<file path="src/rtl/find_collector_rd_if.sv">
// Read-side handshake between find_collector and the Wishbone register block.
// The collector presents the show-ahead FIFO head and the consumer pops it
// by raising ready while valid is high.
interface find_collector_rd_if #(
  parameter int SEQ_WIDTH = 8,
  parameter int E_WIDTH   = 16,
  parameter int UNIT_W    = 2
);
  logic                 valid;
  logic                 ready;
  logic [SEQ_WIDTH-1:0] seq;
  logic [E_WIDTH-1:0]   e;
  logic [UNIT_W-1:0]    unit;

  modport master (output valid, output seq, output e, output unit, input ready);
  modport slave  (input valid, input seq, input e, input unit, output ready);
endinterface

</file>
<file path="src/rtl/find_collector.sv">
// find_collector: captures each parallel find unit's result exactly once,
// tracks the minimum-energy result, and queues every captured result in a
// show-ahead FIFO drained through the read interface.
module find_collector #(
  parameter int  SEQ_WIDTH      = 8,
  parameter int  E_WIDTH        = 16,
  parameter int  PARALLEL_UNITS = 4,
  parameter int  FIFO_DEPTH     = 4,
  localparam int UNIT_W         = (PARALLEL_UNITS > 1) ? $clog2(PARALLEL_UNITS) : 1,
  localparam int CNT_W          = $clog2(FIFO_DEPTH + 1)
) (
  input  logic                               wb_clk_i,
  input  logic                               wb_rst_ni,
  input  logic                               i_clear,
  input  logic [PARALLEL_UNITS*SEQ_WIDTH-1:0] i_seq,
  input  logic [PARALLEL_UNITS*E_WIDTH-1:0]   i_e,
  input  logic [PARALLEL_UNITS-1:0]           i_done,
  output logic                               o_best_valid,
  output logic [SEQ_WIDTH-1:0]               o_best_seq,
  output logic [E_WIDTH-1:0]                 o_best_e,
  output logic [UNIT_W-1:0]                  o_best_unit,
  output logic                               o_all_done,
  output logic [CNT_W-1:0]                   o_fifo_count,
  output logic                               o_overflow,
  find_collector_rd_if.master                rd
);

  localparam int PTR_W = (FIFO_DEPTH > 1) ? $clog2(FIFO_DEPTH) : 1;

  // Capture bookkeeping
  logic [PARALLEL_UNITS-1:0] captured_q, captured_d;
  logic [PARALLEL_UNITS-1:0] pending_s;
  logic [PARALLEL_UNITS-1:0] sel_onehot_s;
  logic                      sel_found_s;
  logic [UNIT_W-1:0]         sel_unit_s;
  logic [SEQ_WIDTH-1:0]      sel_seq_s;
  logic [E_WIDTH-1:0]        sel_e_s;

  // Best-result registers
  logic                 best_valid_q, best_valid_d;
  logic [SEQ_WIDTH-1:0] best_seq_q, best_seq_d;
  logic [E_WIDTH-1:0]   best_e_q, best_e_d;
  logic [UNIT_W-1:0]    best_unit_q, best_unit_d;
  logic                 overflow_q, overflow_d;

  // FIFO state
  logic [PTR_W-1:0]     wr_ptr_q, wr_ptr_d;
  logic [PTR_W-1:0]     rd_ptr_q, rd_ptr_d;
  logic [CNT_W-1:0]     count_q, count_d;
  logic [SEQ_WIDTH-1:0] mem_seq_q  [FIFO_DEPTH];
  logic [SEQ_WIDTH-1:0] mem_seq_d  [FIFO_DEPTH];
  logic [E_WIDTH-1:0]   mem_e_q    [FIFO_DEPTH];
  logic [E_WIDTH-1:0]   mem_e_d    [FIFO_DEPTH];
  logic [UNIT_W-1:0]    mem_unit_q [FIFO_DEPTH];
  logic [UNIT_W-1:0]    mem_unit_d [FIFO_DEPTH];

  logic rd_valid_s;
  logic pop_s;
  logic room_s;
  logic push_s;

  // Pick the lowest-index unit that is done but not yet captured.
  always_comb begin
    pending_s    = i_done & ~captured_q;
    sel_found_s  = 1'b0;
    sel_onehot_s = {PARALLEL_UNITS{1'b0}};
    sel_unit_s   = {UNIT_W{1'b0}};
    sel_seq_s    = {SEQ_WIDTH{1'b0}};
    sel_e_s      = {E_WIDTH{1'b0}};
    // Walk downwards so the lowest pending index is the last one written.
    for (int k = PARALLEL_UNITS - 1; k >= 0; k--) begin
      if (pending_s[k]) begin
        sel_found_s  = 1'b1;
        sel_onehot_s = {PARALLEL_UNITS{1'b0}};
        sel_onehot_s[k] = 1'b1;
        sel_unit_s   = UNIT_W'(k);
        sel_seq_s    = i_seq[k*SEQ_WIDTH +: SEQ_WIDTH];
        sel_e_s      = i_e[k*E_WIDTH +: E_WIDTH];
      end else begin
        sel_found_s  = sel_found_s;
      end
    end
  end

  // FIFO handshake qualifiers: a full FIFO still accepts a push when the head pops.
  always_comb begin
    rd_valid_s = (count_q != {CNT_W{1'b0}});
    pop_s      = rd_valid_s & rd.ready;
    room_s     = (count_q < CNT_W'(FIFO_DEPTH)) | pop_s;
    push_s     = sel_found_s & room_s;
  end

  // Next-state for capture flags, best result, overflow and FIFO; clear wins.
  always_comb begin
    captured_d   = captured_q;
    best_valid_d = best_valid_q;
    best_seq_d   = best_seq_q;
    best_e_d     = best_e_q;
    best_unit_d  = best_unit_q;
    overflow_d   = overflow_q;
    wr_ptr_d     = wr_ptr_q;
    rd_ptr_d     = rd_ptr_q;
    count_d      = count_q;
    mem_seq_d    = mem_seq_q;
    mem_e_d      = mem_e_q;
    mem_unit_d   = mem_unit_q;

    if (i_clear) begin
      captured_d   = {PARALLEL_UNITS{1'b0}};
      best_valid_d = 1'b0;
      best_seq_d   = {SEQ_WIDTH{1'b0}};
      best_e_d     = {E_WIDTH{1'b0}};
      best_unit_d  = {UNIT_W{1'b0}};
      overflow_d   = 1'b0;
      wr_ptr_d     = {PTR_W{1'b0}};
      rd_ptr_d     = {PTR_W{1'b0}};
      count_d      = {CNT_W{1'b0}};
    end else begin
      captured_d = captured_q | sel_onehot_s;

      // Strict less-than: on a tie the earlier capture stays best.
      if (sel_found_s && (!best_valid_q || (sel_e_s < best_e_q))) begin
        best_valid_d = 1'b1;
        best_seq_d   = sel_seq_s;
        best_e_d     = sel_e_s;
        best_unit_d  = sel_unit_s;
      end else begin
        best_valid_d = best_valid_q;
      end

      if (push_s) begin
        mem_seq_d[wr_ptr_q]  = sel_seq_s;
        mem_e_d[wr_ptr_q]    = sel_e_s;
        mem_unit_d[wr_ptr_q] = sel_unit_s;
        wr_ptr_d             = wr_ptr_q + PTR_W'(1'b1);
      end else if (sel_found_s) begin
        overflow_d = 1'b1;
      end else begin
        wr_ptr_d = wr_ptr_q;
      end

      if (pop_s) begin
        rd_ptr_d = rd_ptr_q + PTR_W'(1'b1);
      end else begin
        rd_ptr_d = rd_ptr_q;
      end

      case ({push_s, pop_s})
        2'b10:   count_d = count_q + CNT_W'(1'b1);
        2'b01:   count_d = count_q - CNT_W'(1'b1);
        default: count_d = count_q;
      endcase
    end
  end

  // State registers with asynchronous active-low reset.
  always_ff @(posedge wb_clk_i or negedge wb_rst_ni) begin
    if (!wb_rst_ni) begin
      captured_q   <= {PARALLEL_UNITS{1'b0}};
      best_valid_q <= 1'b0;
      best_seq_q   <= {SEQ_WIDTH{1'b0}};
      best_e_q     <= {E_WIDTH{1'b0}};
      best_unit_q  <= {UNIT_W{1'b0}};
      overflow_q   <= 1'b0;
      wr_ptr_q     <= {PTR_W{1'b0}};
      rd_ptr_q     <= {PTR_W{1'b0}};
      count_q      <= {CNT_W{1'b0}};
      for (int i = 0; i < FIFO_DEPTH; i++) begin
        mem_seq_q[i]  <= {SEQ_WIDTH{1'b0}};
        mem_e_q[i]    <= {E_WIDTH{1'b0}};
        mem_unit_q[i] <= {UNIT_W{1'b0}};
      end
    end else begin
      captured_q   <= captured_d;
      best_valid_q <= best_valid_d;
      best_seq_q   <= best_seq_d;
      best_e_q     <= best_e_d;
      best_unit_q  <= best_unit_d;
      overflow_q   <= overflow_d;
      wr_ptr_q     <= wr_ptr_d;
      rd_ptr_q     <= rd_ptr_d;
      count_q      <= count_d;
      mem_seq_q    <= mem_seq_d;
      mem_e_q      <= mem_e_d;
      mem_unit_q   <= mem_unit_d;
    end
  end

  // Output mapping; FIFO head data is forced to zero while empty.
  always_comb begin
    o_best_valid = best_valid_q;
    o_best_seq   = best_seq_q;
    o_best_e     = best_e_q;
    o_best_unit  = best_unit_q;
    o_all_done   = &captured_q;
    o_fifo_count = count_q;
    o_overflow   = overflow_q;
    rd.valid     = rd_valid_s;
    if (rd_valid_s) begin
      rd.seq  = mem_seq_q[rd_ptr_q];
      rd.e    = mem_e_q[rd_ptr_q];
      rd.unit = mem_unit_q[rd_ptr_q];
    end else begin
      rd.seq  = {SEQ_WIDTH{1'b0}};
      rd.e    = {E_WIDTH{1'b0}};
      rd.unit = {UNIT_W{1'b0}};
    end
  end

endmodule
</file>
<file path="src/flat_wrapper.sv">
// flat-port wrapper written by rule: the top's interface ports become plain ports
module find_collector_flat 
#(
  parameter int  SEQ_WIDTH      = 8,
  parameter int  E_WIDTH        = 16,
  parameter int  PARALLEL_UNITS = 4,
  parameter int  FIFO_DEPTH     = 4,
  localparam int UNIT_W         = (PARALLEL_UNITS > 1) ? $clog2(PARALLEL_UNITS) : 1,
  localparam int CNT_W          = $clog2(FIFO_DEPTH + 1)
)
  (wb_clk_i, wb_rst_ni, i_clear, i_seq, i_e, i_done, o_best_valid, o_best_seq, o_best_e, o_best_unit, o_all_done, o_fifo_count, o_overflow, rd_valid, rd_seq, rd_e, rd_unit, rd_ready);
  find_collector_rd_if #(.SEQ_WIDTH(SEQ_WIDTH), .E_WIDTH(E_WIDTH)) rd_i ();
  input  logic wb_clk_i;
  input  logic wb_rst_ni;
  input  logic i_clear;
  input  logic [PARALLEL_UNITS*SEQ_WIDTH-1:0] i_seq;
  input  logic [PARALLEL_UNITS*E_WIDTH-1:0] i_e;
  input  logic [PARALLEL_UNITS-1:0] i_done;
  output logic o_best_valid;
  output logic [SEQ_WIDTH-1:0] o_best_seq;
  output logic [E_WIDTH-1:0] o_best_e;
  output logic [UNIT_W-1:0] o_best_unit;
  output logic o_all_done;
  output logic [CNT_W-1:0] o_fifo_count;
  output logic o_overflow;
  output wire logic [$bits(rd_i.valid)-1:0] rd_valid;
  output wire logic [$bits(rd_i.seq)-1:0] rd_seq;
  output wire logic [$bits(rd_i.e)-1:0] rd_e;
  output wire logic [$bits(rd_i.unit)-1:0] rd_unit;
  input wire logic [$bits(rd_i.ready)-1:0] rd_ready;
  assign rd_valid = rd_i.valid;
  assign rd_seq = rd_i.seq;
  assign rd_e = rd_i.e;
  assign rd_unit = rd_i.unit;
  assign rd_i.ready = rd_ready;
  find_collector #(.SEQ_WIDTH(SEQ_WIDTH), .E_WIDTH(E_WIDTH), .PARALLEL_UNITS(PARALLEL_UNITS), .FIFO_DEPTH(FIFO_DEPTH)) u_core (.wb_clk_i(wb_clk_i), .wb_rst_ni(wb_rst_ni), .i_clear(i_clear), .i_seq(i_seq), .i_e(i_e), .i_done(i_done), .o_best_valid(o_best_valid), .o_best_seq(o_best_seq), .o_best_e(o_best_e), .o_best_unit(o_best_unit), .o_all_done(o_all_done), .o_fifo_count(o_fifo_count), .o_overflow(o_overflow), .rd(rd_i));
endmodule
</file>
<file path="config.mk">
export PLATFORM = sky130hd
export DESIGN_NAME = find_collector_flat
export DESIGN_NICKNAME = d
export VERILOG_FILES = /design/src/rtl/find_collector_rd_if.sv /design/src/rtl/find_collector.sv /design/src/flat_wrapper.sv
export SDC_FILE = /design/constraint.sdc
export NUM_CORES = 1
export LEC_CHECK = 0
export ABC_AREA = 1
export BUFFER_PORTS_ARGS = -buffer_cell sky130_fd_sc_hd__buf_2
export CORE_MARGIN = 4
export CORE_UTILIZATION = 61
export CTS_BUF_LIST = sky130_fd_sc_hd__clkbuf_8
export CTS_CLUSTER_SIZE = 30
export DETAILED_ROUTE_END_ITERATION = 8
export GPL_TIMING_DRIVEN = 0
export PLACE_DENSITY = 0.88
export SYNTH_ARGS = -nofsm -noshare
export SYNTH_HDL_FRONTEND = slang
export SYNTH_SLANG_ARGS = --single-unit
</file>
<file path="constraint.sdc">
create_clock -name wb_clk_i -period 4.4 [get_ports wb_clk_i]
set_clock_uncertainty 0.1 [all_clocks]
set_input_delay 0.22 -clock wb_clk_i [delete_from_list [all_inputs] [get_ports wb_clk_i]]
set_output_delay 0.22 -clock wb_clk_i [all_outputs]
set_load 0.02 [all_outputs]
</file>
-- Yosys cells after proc, flatten, opt, wreduce, memory -nomap -nowiden
Cells that the tools add are included.
- equal/unequal tests: 3
- order comparisons: 5
- shift operators: 0
- bitwise logic cells: 9
- div/mod/pow operators: 0
- add/subtract/negate cells: 4
- multiply operators: 0
- reductions and logical operators: 13
- multiplexer cells: 59
- operator list (kind ; count):
    16-bit 2-to-1 mux ; 10
    8-bit 2-to-1 mux ; 10
    64-bit bitwise mux ; 1
    16-bit binary-select mux with 2-bit select ; 1
    32-bit bitwise mux ; 1
    16-bit demux with 2-bit select ; 1
    2-bit 2-to-1 mux ; 14
    4-bit 2-to-1 mux ; 5
    8-bit binary-select mux with 2-bit select ; 1
    8-bit demux with 2-bit select ; 1
    16-bit < comparator ; 1
    1-bit 2-to-1 mux ; 9
    8-bit bitwise mux ; 1
    2-bit nonzero test ; 4
    3-bit greater-or-equal comparator, second input constant ; 2
    2-bit NOT with 3-bit output ; 2
    3-bit one-hot mux with 2 select lines ; 1
    3-bit nonzero test ; 2
    2-bit by 1-bit adder with 2-bit output, second input constant ; 2
    4-bit bitwise AND ; 1
    2-bit binary-select mux with 2-bit select ; 1
    2-bit demux with 2-bit select ; 1
    4-bit NOT ; 1
    4-bit OR ; 1
    other kinds (16) ; 19
- input port bits: 104
- word-level logic and storage cells: 114
- memory bits (writable): 0
- bits in latches: 0
- output and inout port bits: 59
- bits in read-only memories: 0
- memories: 0
- bits in registers: 143

-- Logic depth before layout (Yosys ltp)
Gate-level depths: netlist (run 1).
- depth in word-level cells: 11
- gate-level depth with buffers: 22
- depth with buffers taken out: 20

-- Least setup slack after synthesis (run 1)
OpenSTA, ideal clock, no wires.
- path kind: register to register
- from: register u_core.captured_q[2]
- to: register u_core.best_e_q[13], in the netlist u_core.o_best_e[13]
- stages on the path, launching flop included: 19
- data required time: 4182 ps
- setup time: 118 ps
- period minus slack after synthesis: 2884 ps
- path slack: 1516 ps
- buffers on the path: 2
- arrival time: 2666 ps
- cell sequence: dfrtp_1 -> inv_2 -> nand2_2 -> inv_1 -> clkbuf_1 -> a21oi_1 -> a21oi_1 -> ha_1 -> nand2_1 -> inv_1 -> nand3_1 -> a31oi_1 -> a2111oi_0 -> nand2_1 -> nand2_4 -> nand2_4 -> buf_6 -> nand3_2 -> nand2_1
- longest elaborated chain between the ends: 9
- elaborated cells between the ends (all ways): 14
- those cells by class: order compare (1); mux (8); bitwise (2); reduce/logical (3)
- ends and longest elaborated chain (element ; line ; source):
    start: declaration ; find_collector.sv:31 ; logic [PARALLEL_UNITS-1:0] captured_q, captured_d;
    start signal: assignment ; find_collector.sv:159 ; captured_q <= {PARALLEL_UNITS{1'b0}};
    start signal: assignment ; find_collector.sv:174 ; captured_q <= captured_d;
    4-bit NOT ; find_collector.sv:64 ; pending_s = i_done & ~captured_q;
    4-bit bitwise AND ; find_collector.sv:64 ;
    16-bit 2-to-1 mux (3 in series) ; find_collector.sv:72 ; if (pending_s[k]) begin
    named net u_core.sel_e_s[11] ; find_collector.sv:37 ; logic [E_WIDTH-1:0] sel_e_s;
    16-bit < comparator ; find_collector.sv:122 ; if (sel_found_s && (!best_valid_q || (sel_e_s < best_e_q))) begin
    1-bit logical OR ; find_collector.sv:122 ;
    1-bit logical AND ; find_collector.sv:122 ;
    2-bit nonzero test (no line) ; - ;
    end signal: assignment ; find_collector.sv:162 ; best_e_q <= {E_WIDTH{1'b0}};
    end signal: assignment ; find_collector.sv:177 ; best_e_q <= best_e_d;
    end: declaration ; find_collector.sv:42 ; logic [E_WIDTH-1:0] best_e_q, best_e_d;
The timed path passes the listed nets, and every way through them passes these cells. The select of a mux whose other input is x is not followed.
A chain may end at the register's enable or synchronous reset.

-- Worst setup path in the final report (run 1)
- from: input i_done[2]
- to: register u_core.best_e_q[14], in the netlist u_core.o_best_e[14]
- longest elaborated chain between the ends: 8
- elaborated cells between the ends (all ways): 13
- those cells by class: order compare (1); mux (8); bitwise (1); reduce/logical (3)
- ends and longest elaborated chain (element ; line ; source):
    start: declaration ; flat_wrapper.sv:18 ; input logic [PARALLEL_UNITS-1:0] i_done;
    4-bit bitwise AND ; find_collector.sv:64 ;
    16-bit 2-to-1 mux (3 in series) ; find_collector.sv:72 ;
    named net u_core.sel_e_s[13] ; find_collector.sv:37 ;
    16-bit < comparator ; find_collector.sv:122 ;
    1-bit logical OR ; find_collector.sv:122 ;
    1-bit logical AND ; find_collector.sv:122 ;
    2-bit nonzero test (no line) ; - ;
The timed path passes the listed nets, and every way through them passes these cells. The select of a mux whose other input is x is not followed.

==> results of run 1 <==
-- where the power goes --
part / switching [mW] / internal, mW
logic: 1.56 / 0.838
registers: 0.243 / 1.84
clock network: 0.532 / 0.730
total: 2.34 / 3.41
-- sequential cells by signal, indices dropped and copies added, names as in the netlist, 3 cells and up --
register,flops
u_core.captured_q,4
u_core.mem_e_q,64
u_core.mem_seq_q,32
u_core.mem_unit_q,8
u_core.o_best_e,16
u_core.o_best_seq,8
u_core.o_fifo_count,3
-- how the worst max path moves through the flow --
stage / to / slack [ns] / cells after the start
finish: u_core.o_best_e[14] / 0.60 / 18
global placement: u_core.o_best_e[14] / 0.80 / 18
floorplan: u_core.o_best_e[13] / 1.52 / 18
global route: u_core.o_best_e[14] / 0.39 / 18
CTS: u_core.o_best_e[14] / 0.69 / 18
detailed placement: u_core.o_best_e[14] / 0.76 / 18
-- per-layer routing --
layer / GRT usage (%) / routed length [um] / vias to the layer above
li1: - / - / 3329
met3: 8.718 / 2320 / 85
met1: 40.73 / 8945 / 3529
met5: 0 / 0 / -
met4: 13.53 / 805 / 0
met2: 54.31 / 11180 / 431
-- per-stage QoR --
stage | hold slack, ns | instances | worst slack, ns | cell area [um2]
finish | 0.1418 | 1234 | 0.5964 | 9146
global route | 0.1481 | 1234 | 0.3928 | 9146
CTS | 0.1225 | 1234 | 0.6930 | 9146
detailed placement | 0.09509 | 1199 | 0.7579 | 8640
global placement | 0.3622 | 1198 | 0.7993 | 8606
floorplan | -0.1756 | 868 | 1.516 | 7585
-- cells in the mapped netlist (all sizes together) --
| cell | instances | area, um2 |
|---|---|---|
| dfrtp | 143 | 3578 |
| nand2 | 137 | 556.8 |
| a21oi | 136 | 691.9 |
| o21ai | 112 | 564.3 |
| inv | 96 | 360.3 |
| mux2 | 52 | 585.6 |
| nand3 | 34 | 220.2 |
| clkbuf | 30 | 113.9 |
| buf | 26 | 151.4 |
| nand4 | 26 | 162.7 |
| nor2 | 24 | 132.6 |
| o22ai | 22 | 137.6 |
| ha | 19 | 237.7 |
| clkinv | 2 | 7.510 |
| xor2 | 2 | 17.52 |
| a2111oi | 1 | 8.760 |
| a211oi | 1 | 7.510 |
| a31oi | 1 | 6.260 |
| fa | 1 | 20.02 |
| nor3 | 1 | 10.01 |
| nor4 | 1 | 6.260 |
| o211ai | 1 | 7.510 |
-- worst max-delay path, delay by kind of cell --
| family | cells | cell delay (ns) |
|---|---|---|
| buffers and inverters | 5 | 1.30 |
| AO/OA/AOI/OAI | 3 | 1.07 |
| AND/OR/NAND/NOR | 9 | 1.06 |
| adder cells (fa/ha/maj) | 1 | 0.37 |
-- kinds of logic (layout without fill, tap and decap cells) --
logic type	after synthesis	after routing	synth area share, %
flip-flops	143	143	47.18
AO/OA/AOI/OAI	274	274	18.77
multiplexers	52	52	7.720
buffers and inverters	154	352	8.347
XOR/XNOR	2	2	0.2310
adder cells (fa/ha/maj)	20	20	3.398
AND/OR/NAND/NOR	223	223	14.35
-- layout make-up --
class / count / area (um2)
tap: 168 / 210.2
clock inverter: 15 / 242.7
sequential: 143 / 3578
buffer: 56 / 265.3
multi-input combinational: 571 / 3373
fill: 849 / 2965
timing repair buffer: 166 / 874.6
clock buffer: 17 / 234.0
inverter: 98 / 367.9
==> impl_metrics.json, run 1 <==
{
  "antenna_found_initial": 0,
  "synth_cell_types": 36,
  "r2r_setup_slack_ns": 0.64,
  "arrival_ns": 4.05,
  "htreeDepth": 4,
  "cts-root-buf": "clkbuf_8",
  "drive_gt1_share_pct": 26.92,
  "cts_buffer_depth": 2,
  "power_density_nw_per_um2": 628.4,
  "timing.rr.end": "u_core.o_best_e[14]",
  "fmax_mhz": 262.9,
  "crit_slowest_cell": "a21oi_1",
  "outcome": "finished clean",
  "grt_max_degree": 93,
  "crit_path_end_kind": "register",
  "clk_pin_slew_ns": 0.08,
  "rows": 40,
  "worstSetupPathType": "in -> reg",
  "final_cell_mix": "174 x buf_2, 143 x dfrtp_1, 135 x a21oi_1",
  "die_y_um": 119.5,
  "drv_slew": 0,
  "syn_to_final_growth_pct": 20.59,
  "worstSkewPairLatency_ns": 0.46,
  "seq_area_frac_synth_pct": 47.18,
  "yosys_warnings": 0,
  "synth_area_um2": 7585,
  "routabilityCongestion": 0.9504,
  "drt_pass1_iterations": 7,
  "grt-ovfl-total": 0,
  "hold_violations": 0,
  "ctsHoldBuffers": 3,
  "cp-start-kind": "input pin",
  "syn_area_per_cell_um2": 8.738,
  "cp_data_required_time_ns": 4.65,
  "setup_violations": 0,
  "antenna_cells": 0,
  "final_common_cell": "buf_2",
  "hp-start": "rd_ready",
  "wirelength_um": 23250,
  "grt_pass1_wl_um": 36830,
  "cpPeakStageDelay_ns": 0.58,
  "drc": 0,
  "wl_per_cell_um": 18.84,
  "cts_sinks": 143,
  "tns_ns": 0,
  "p_leak_nw": 4.440,
  "crit_start": "i_done[2]",
  "portBuffers": 162,
  "whs_endpoint": "u_core.wr_ptr_q[1]",
  "min_path_cells": 5,
  "crit_top_cell": "nand2_1",
  "track_usage_pct": 32.70,
  "cts_tree": "built",
  "synth_cells": 868,
  "ir_drop_mv": 0.3905,
  "min_path_type": "in -> reg",
  "io_pins": 163,
  "via_per_inst": 5.976,
  "maxCapViolCount": 0,
  "grt_pass1_vias": 7376,
  "path_cells": "dlygate4sd3_1, buf_2, nand2_2, inv_1, nor2_2, buf_2, nand2_1, a21oi_1, ha_1, a21oi_1, nor2_1, a2111oi_0, nand2_1, nand2_4, nand2_4, buf_6, nand3_2, nand2_1",
  "rsz0062_at_grt": "no",
  "cp_max_fo": 10,
  "core_um2": 12110,
  "dieArea_um2": 14280,
  "r2r-start": "u_core.captured_q[2]",
  "final_antenna_net_count": 0,
  "maxSlewHeadroom_pct": 35.95,
  "synth_fp_nets": 992,
  "initial_core_util_pct": 62.62,
  "reg2reg_depth": 18,
  "dp_hpwl_um": 16390,
  "via_count": 7374,
  "post-cts-setup-buffer-count": 0,
  "cts_buffers": 17,
  "cts_resized": 0,
  "dieWidth_um": 119.5,
  "worstMarginPinSlew_ns": 0.9507,
  "min_period_over_period_pct": 86.45,
  "drt_iter0_markers": 822,
  "ys_ff_latch": 143,
  "post-route-min-period_ns": 3.804,
  "p_total_mw": 5.748,
  "post-route-util_pct": 75.52,
  "fin_nets": 1177
}
Note: power is estimated with default switching activity, not from simulation.
==> run 2, diff against run 1 <==
--- a/config.mk
+++ b/config.mk
@@ -12,7 +12,6 @@
 export CTS_BUF_LIST = sky130_fd_sc_hd__clkbuf_8
 export CTS_CLUSTER_SIZE = 30
 export DETAILED_ROUTE_END_ITERATION = 8
-export GPL_TIMING_DRIVEN = 0
 export PLACE_DENSITY = 0.88
 export SYNTH_ARGS = -nofsm -noshare
 export SYNTH_HDL_FRONTEND = slang
==> impl_metrics.json, run 2 (synthesis gave the netlist of run 1 again) <==
{
  "dp_slack_ns": 0.6168,
  "min_path_cells": 2,
  "fin_nets": 1138,
  "post-route-util_pct": 73.87,
  "rsz0062_at_grt": "no",
  "portBuffers": 162,
  "min_period_over_period_pct": 91.08,
  "grt_max_degree": 109,
  "p_leak_nw": 4.360,
  "io_pins": 163,
  "final_antenna_net_count": 0,
  "setup_violations": 0,
  "final.fill_count": 851,
  "wl_per_cell_um": 18.06,
  "crit_path_end_kind": "register",
  "hp-start": "i_clear",
  "final_cell_mix": "161 x buf_2, 143 x dfrtp_1, 135 x a21oi_1",
  "final_cells": 1194,
  "cts_buffers": 17,
  "setup_slack_ns": 0.3923,
  "rows": 40,
  "cts-root-buf": "clkbuf_8",
  "maxSlewHeadroom_pct": 34.83,
  "grt_util_met2_pct": 49.40,
  "cp_data_required_time_ns": 4.63,
  "reg2reg_depth": 16,
  "top_register": "u_core.mem_e_q",
  "top_usage_layer": "met2",
  "track_usage_pct": 30.19,
  "final_common_cell": "buf_2",
  "fmax_mhz": 249.5,
  "worstMarginPinSlew_ns": 0.9674,
  "via_count": 7034,
  "gr-usage-met1_pct": 40.12,
  "grt_pass1_wl_um": 34290,
  "ir_drop_mv": 0.3212,
  "cts_sinks": 143,
  "timing.rr.end": "u_core.o_best_unit[1]",
  "drive_gt1_share_pct": 27.58,
  "place_inst": 1160,
  "drt_pass1_iterations": 6,
  "cts_resized": 0,
  "syn_to_final_growth_pct": 17.96,
  "via_per_inst": 5.891,
  "p_total_mw": 5.551,
  "cts_buffer_depth": 2,
  "r2r-start": "u_core.captured_q[0]",
  "antenna_found_initial": 0,
  "min_path_type": "in -> reg",
  "outcome": "finished clean",
  "grt-ovfl-total": 0,
  "grt_pass1_vias": 6846,
  "dp_hpwl_um": 14030,
  "worstSetupPathType": "reg -> reg",
  "htreeDepth": 4,
  "clk_pin_slew_ns": 0.08,
  "drv_slew": 0,
  "r2r_setup_slack_ns": 0.39,
  "cp-start-kind": "register",
  "tns_ns": 0,
  "cp_max_fo": 27,
  "maxCapViolCount": 0,
  "initial_core_util_pct": 62.62,
  "post-route-min-period_ns": 4.008,
  "antenna_cells": 0,
  "power_density_nw_per_um2": 620.4,
  "worstSkewPairLatency_ns": 0.44,
  "drc": 0,
  "arrival_ns": 4.24,
  "cts_tree": "built",
  "drt_iter0_markers": 988,
  "whs_endpoint": "u_core.captured_q[0]",
  "die_y_um": 119.5,
  "dieWidth_um": 119.5,
  "wirelength_um": 21560,
  "hold_violations": 0,
  "grt.met3_usage_pct": 6.692,
  "dieArea_um2": 14280,
  "routabilityCongestion": 0.8641,
  "largest_reg_flops": 64,
  "core_um2": 12110
}
-- run 2: cell types whose count changed in the layout (fill, tap and decap cells not counted), sizes merged --
cell	delta
clkinv	+5
inv	-3
clkinvlp	-3
clkbuf	-28
bufinv	-2
buf	-9
-- run 2: worst max-delay path by stage --
stage | startpoint | slack, ns | endpoint | depth (start not counted)
after floorplan | u_core.captured_q[2] | 1.52 | u_core.o_best_e[13] | 18
after global placement | u_core.captured_q[0] | 0.71 | u_core.o_best_seq[6] | 16
after detailed placement | u_core.captured_q[3] | 0.62 | u_core.o_best_e[5] | 17
after CTS | u_core.captured_q[0] | 0.51 | u_core.o_best_e[5] | 16
after global routing | u_core.captured_q[0] | 0.18 | u_core.o_best_e[0] | 18
final | u_core.captured_q[0] | 0.39 | u_core.o_best_unit[1] | 16
-- run 2: critical path: stages, from the launching register on --
cell and delay (ns):
dfrtp_1 0.40, inv_2 0.08, nand2_4 0.20, inv_2 0.13
nor2_1 0.05, inv_2 0.35, o22ai_1 0.17, a21oi_1 0.55
ha_1 0.36, nand4_1 0.12, a31oi_1 0.05, a2111oi_0 0.35
nand2_1 0.16, nand2_4 0.27, nand2_4 0.28, nand3_1 0.18
nand2_1 0.07
-- run 2: timing repair --
item                      in CTS  in global routing
hold buffers                   3                  0
setup buffers                  0                  0
hold endpoints to repair     109                  0
-- run 2: layout make-up --
type	count	area [um2]	share of cell area, %
sequential	143	3578	39.99
multi-input combinational	571	3379	37.77
timing repair buffer	183	982.2	10.98
inverter	98	367.9	4.111
clock buffer	19	261.5	2.923
tap	168	210.2	2.349
clock inverter	12	167.7	1.874
-- run 2: per-layer routing --
layer | part of all wire [%] | vias to the layer above | routed length, um
li1 | - | 3233 | -
met1 | 40 | 3354 | 8717
met2 | 48 | 405 | 10400
met3 | 9.4 | 42 | 2016
met4 | 2.0 | 0 | 422
met5 | 0 | - | 0
-- run 2: where the power goes --
group | switching [mW] | internal, mW | total [mW]
logic | 1.50 | 0.822 | 2.32
clock network | 0.501 | 0.639 | 1.14
registers | 0.249 | 1.84 | 2.09
-- run 2: metrics by stage --
step	instance area [um2]	hold WS, ns
6_report	8947	0.01067
5_1_grt	8947	0.01671
4_1_cts	8947	0.0001694
3_5_place_dp	8488	0.3152
3_3_place_gp	8488	0.3129
2_1_floorplan	7585	-0.1756
==> run 3, diff against run 2 <==
==> constraint.sdc (replaced) <==
create_clock -name wb_clk_i -period 4.9 [get_ports wb_clk_i]
set_clock_uncertainty 0.1 [all_clocks]
set_input_delay 0.245 -clock wb_clk_i [delete_from_list [all_inputs] [get_ports wb_clk_i]]
set_output_delay 0.245 -clock wb_clk_i [all_outputs]
set_load 0.02 [all_outputs]
==> impl_metrics.json, run 3 (synthesis gave the netlist of run 1 again) <==
{
  "syn_to_final_growth_pct": 16.71,
  "crit_family": "simple AND/OR/NAND/NOR gates",
  "dp_slack_ns": 1.016,
  "io_pins": 163,
  "crit_slowest_cell": "nor2_2",
  "grt_max_degree": 113,
  "antenna_found_initial": 0,
  "dp_hpwl_um": 13850,
  "crit_top_cell": "nand2_1",
  "via_per_inst": 5.902,
  "rows": 40,
  "final_antenna_net_count": 0,
  "outcome": "finished clean",
  "tns_ns": 0,
  "timing.rr.end": "u_core.o_best_e[1]",
  "grt-ovfl-total": 0,
  "drv_slew": 0,
  "drt_pass1_iterations": 5,
  "grt.met3_usage_pct": 6.550,
  "final.fill_count": 880,
  "final_cell_mix": "161 x buf_2, 143 x dfrtp_1, 135 x a21oi_1",
  "setup_slack_ns": 0.9812,
  "cts_resized": 0,
  "whs_endpoint": "u_core.captured_q[3]",
  "worstSkewPairLatency_ns": 0.45,
  "fin_nets": 1132,
  "cts-root-buf": "clkbuf_8",
  "via_count": 7012,
  "cts_sinks": 143,
  "multi_input_area_um2": 3379,
  "r2r-start": "u_core.captured_q[3]",
  "seq_area_um2": 3578,
  "p_total_mw": 4.877,
  "min_path_cells": 2,
  "ctsHoldBuffers": 3,
  "post-route-util_pct": 73.09,
  "track_usage_pct": 30.04,
  "dieWidth_um": 119.5,
  "top_register": "u_core.mem_e_q",
  "dieArea_um2": 14280,
  "cp-start-kind": "input pin",
  "worstMarginPinSlew_ns": 1.019,
  "top_usage_layer": "met2",
  "post-cts-setup-buffer-count": 0,
  "cpPeakStageDelay_ns": 0.68,
  "min_path_type": "in -> reg",
  "drive_gt1_share_pct": 27.16,
  "hp-start": "i_clear",
  "htreeDepth": 4,
  "largest_reg_flops": 64,
  "cts_buffers": 17,
  "grt_pass1_wl_um": 34060,
  "clk_pin_slew_ns": 0.08,
  "portBuffers": 162,
  "wirelength_um": 21370,
  "power_density_nw_per_um2": 550.9,
  "min_period_over_period_pct": 79.98,
  "crit_path_end_kind": "register",
  "die_y_um": 119.5,
  "routabilityCongestion": 0.8222,
  "initial_core_util_pct": 62.62,
  "drt_iter0_markers": 887,
  "grt_util_met2_pct": 47.25,
  "maxSlewHeadroom_pct": 32.10,
  "reg2reg_depth": 14,
  "arrival_ns": 4.16,
  "path_buf_inv": 3,
  "post-route-min-period_ns": 3.919,
  "core_um2": 12110,
  "cp_max_fo": 27,
  "gr-usage-met1_pct": 40.22,
  "antenna_cells": 0,
  "cts_tree": "built",
  "hold_violations": 0,
  "grt_pass1_vias": 6750,
  "setup_violations": 0,
  "path_cells": "dlygate4sd3_1, buf_2, nand2_2, inv_1, nor2_2, nand2_1, a21oi_1, ha_1, nand4_1, a31oi_1, a2111oi_0, nand2_1, nand2_4, nand2_4, nand3_1, nand2_1",
  "ir_drop_mv": 0.3115,
  "p_leak_nw": 4.303,
  "drc": 0,
  "final_common_cell": "buf_2",
  "maxCapViolCount": 0,
  "whs_ns": 0.04233,
  "cts_buffer_depth": 2,
  "cp_data_required_time_ns": 5.15,
  "fmax_mhz": 255.2,
  "rsz0062_at_grt": "no",
  "wl_per_cell_um": 17.99,
  "r2r_setup_slack_ns": 0.98,
  "worstSetupPathType": "in -> reg"
}
[run 3: changes by cell type in the layout (fill, tap and decap cells not counted), sizes merged]
cell	delta
clkbuf	-2
clkinv	+1
clkinvlp	+1
bufinv	-2
inv	+2
buf	-6
[run 3: where the power goes]
part           switching, mW  leakage (nW)  internal, mW
logic                   1.35          2.34         0.728
registers              0.220          1.78          1.65
clock network          0.472         0.189         0.449
[run 3: how the worst max path moves through the flow]
stage          depth (start not counted)                 start              endpoint  slack (ns)
4_1_cts                               16  u_core.captured_q[3]    u_core.o_best_e[5]        1.00
2_1_floorplan                         18  u_core.captured_q[2]   u_core.o_best_e[13]        2.02
6_report                              16             i_done[2]    u_core.o_best_e[1]        0.98
3_3_place_gp                          14  u_core.captured_q[3]    u_core.o_best_e[3]        1.17
3_5_place_dp                          14  u_core.captured_q[3]    u_core.o_best_e[5]        1.02
5_1_grt                               14  u_core.captured_q[3]  u_core.o_best_seq[2]        0.65
[run 3: worst reg2reg max path, cell delays in order (launching register included)]
cell and delay [ns]:
dfrtp_1 0.38, nor2_1 0.15, inv_1 0.09, nor2_2 0.67, nand2_1 0.11, a21oi_1 0.57
ha_1 0.36, nand4_1 0.12, a31oi_1 0.05, a2111oi_0 0.29, nand2_1 0.15, nand2_4 0.26
nand2_4 0.28, nand3_1 0.18, nand2_1 0.06
[run 3: cell type report]
type / count / area share [%]
inverters: 98 / 4.155
repair buffers: 177 / 10.59
well taps: 168 / 2.375
clock inverters: 14 / 1.640
clock buffers: 17 / 2.643
flip-flops and latches: 143 / 40.42
multi-input cells: 571 / 38.18
[run 3: metrics by stage]
stage | instances | cell area [um2]
finish | 1188 | 8852
global route | 1188 | 8852
CTS | 1188 | 8852
detailed placement | 1154 | 8443
global placement | 1154 | 8443
floorplan | 868 | 7585
[run 3: routing by layer]
metal	wire, um	vias up	part of all wire [%]
met5	0	-	0
met4	703	0	3.3
met2	9912	378	46
met3	2021	62	9.5
met1	8731	3342	41
li1	-	3230	-
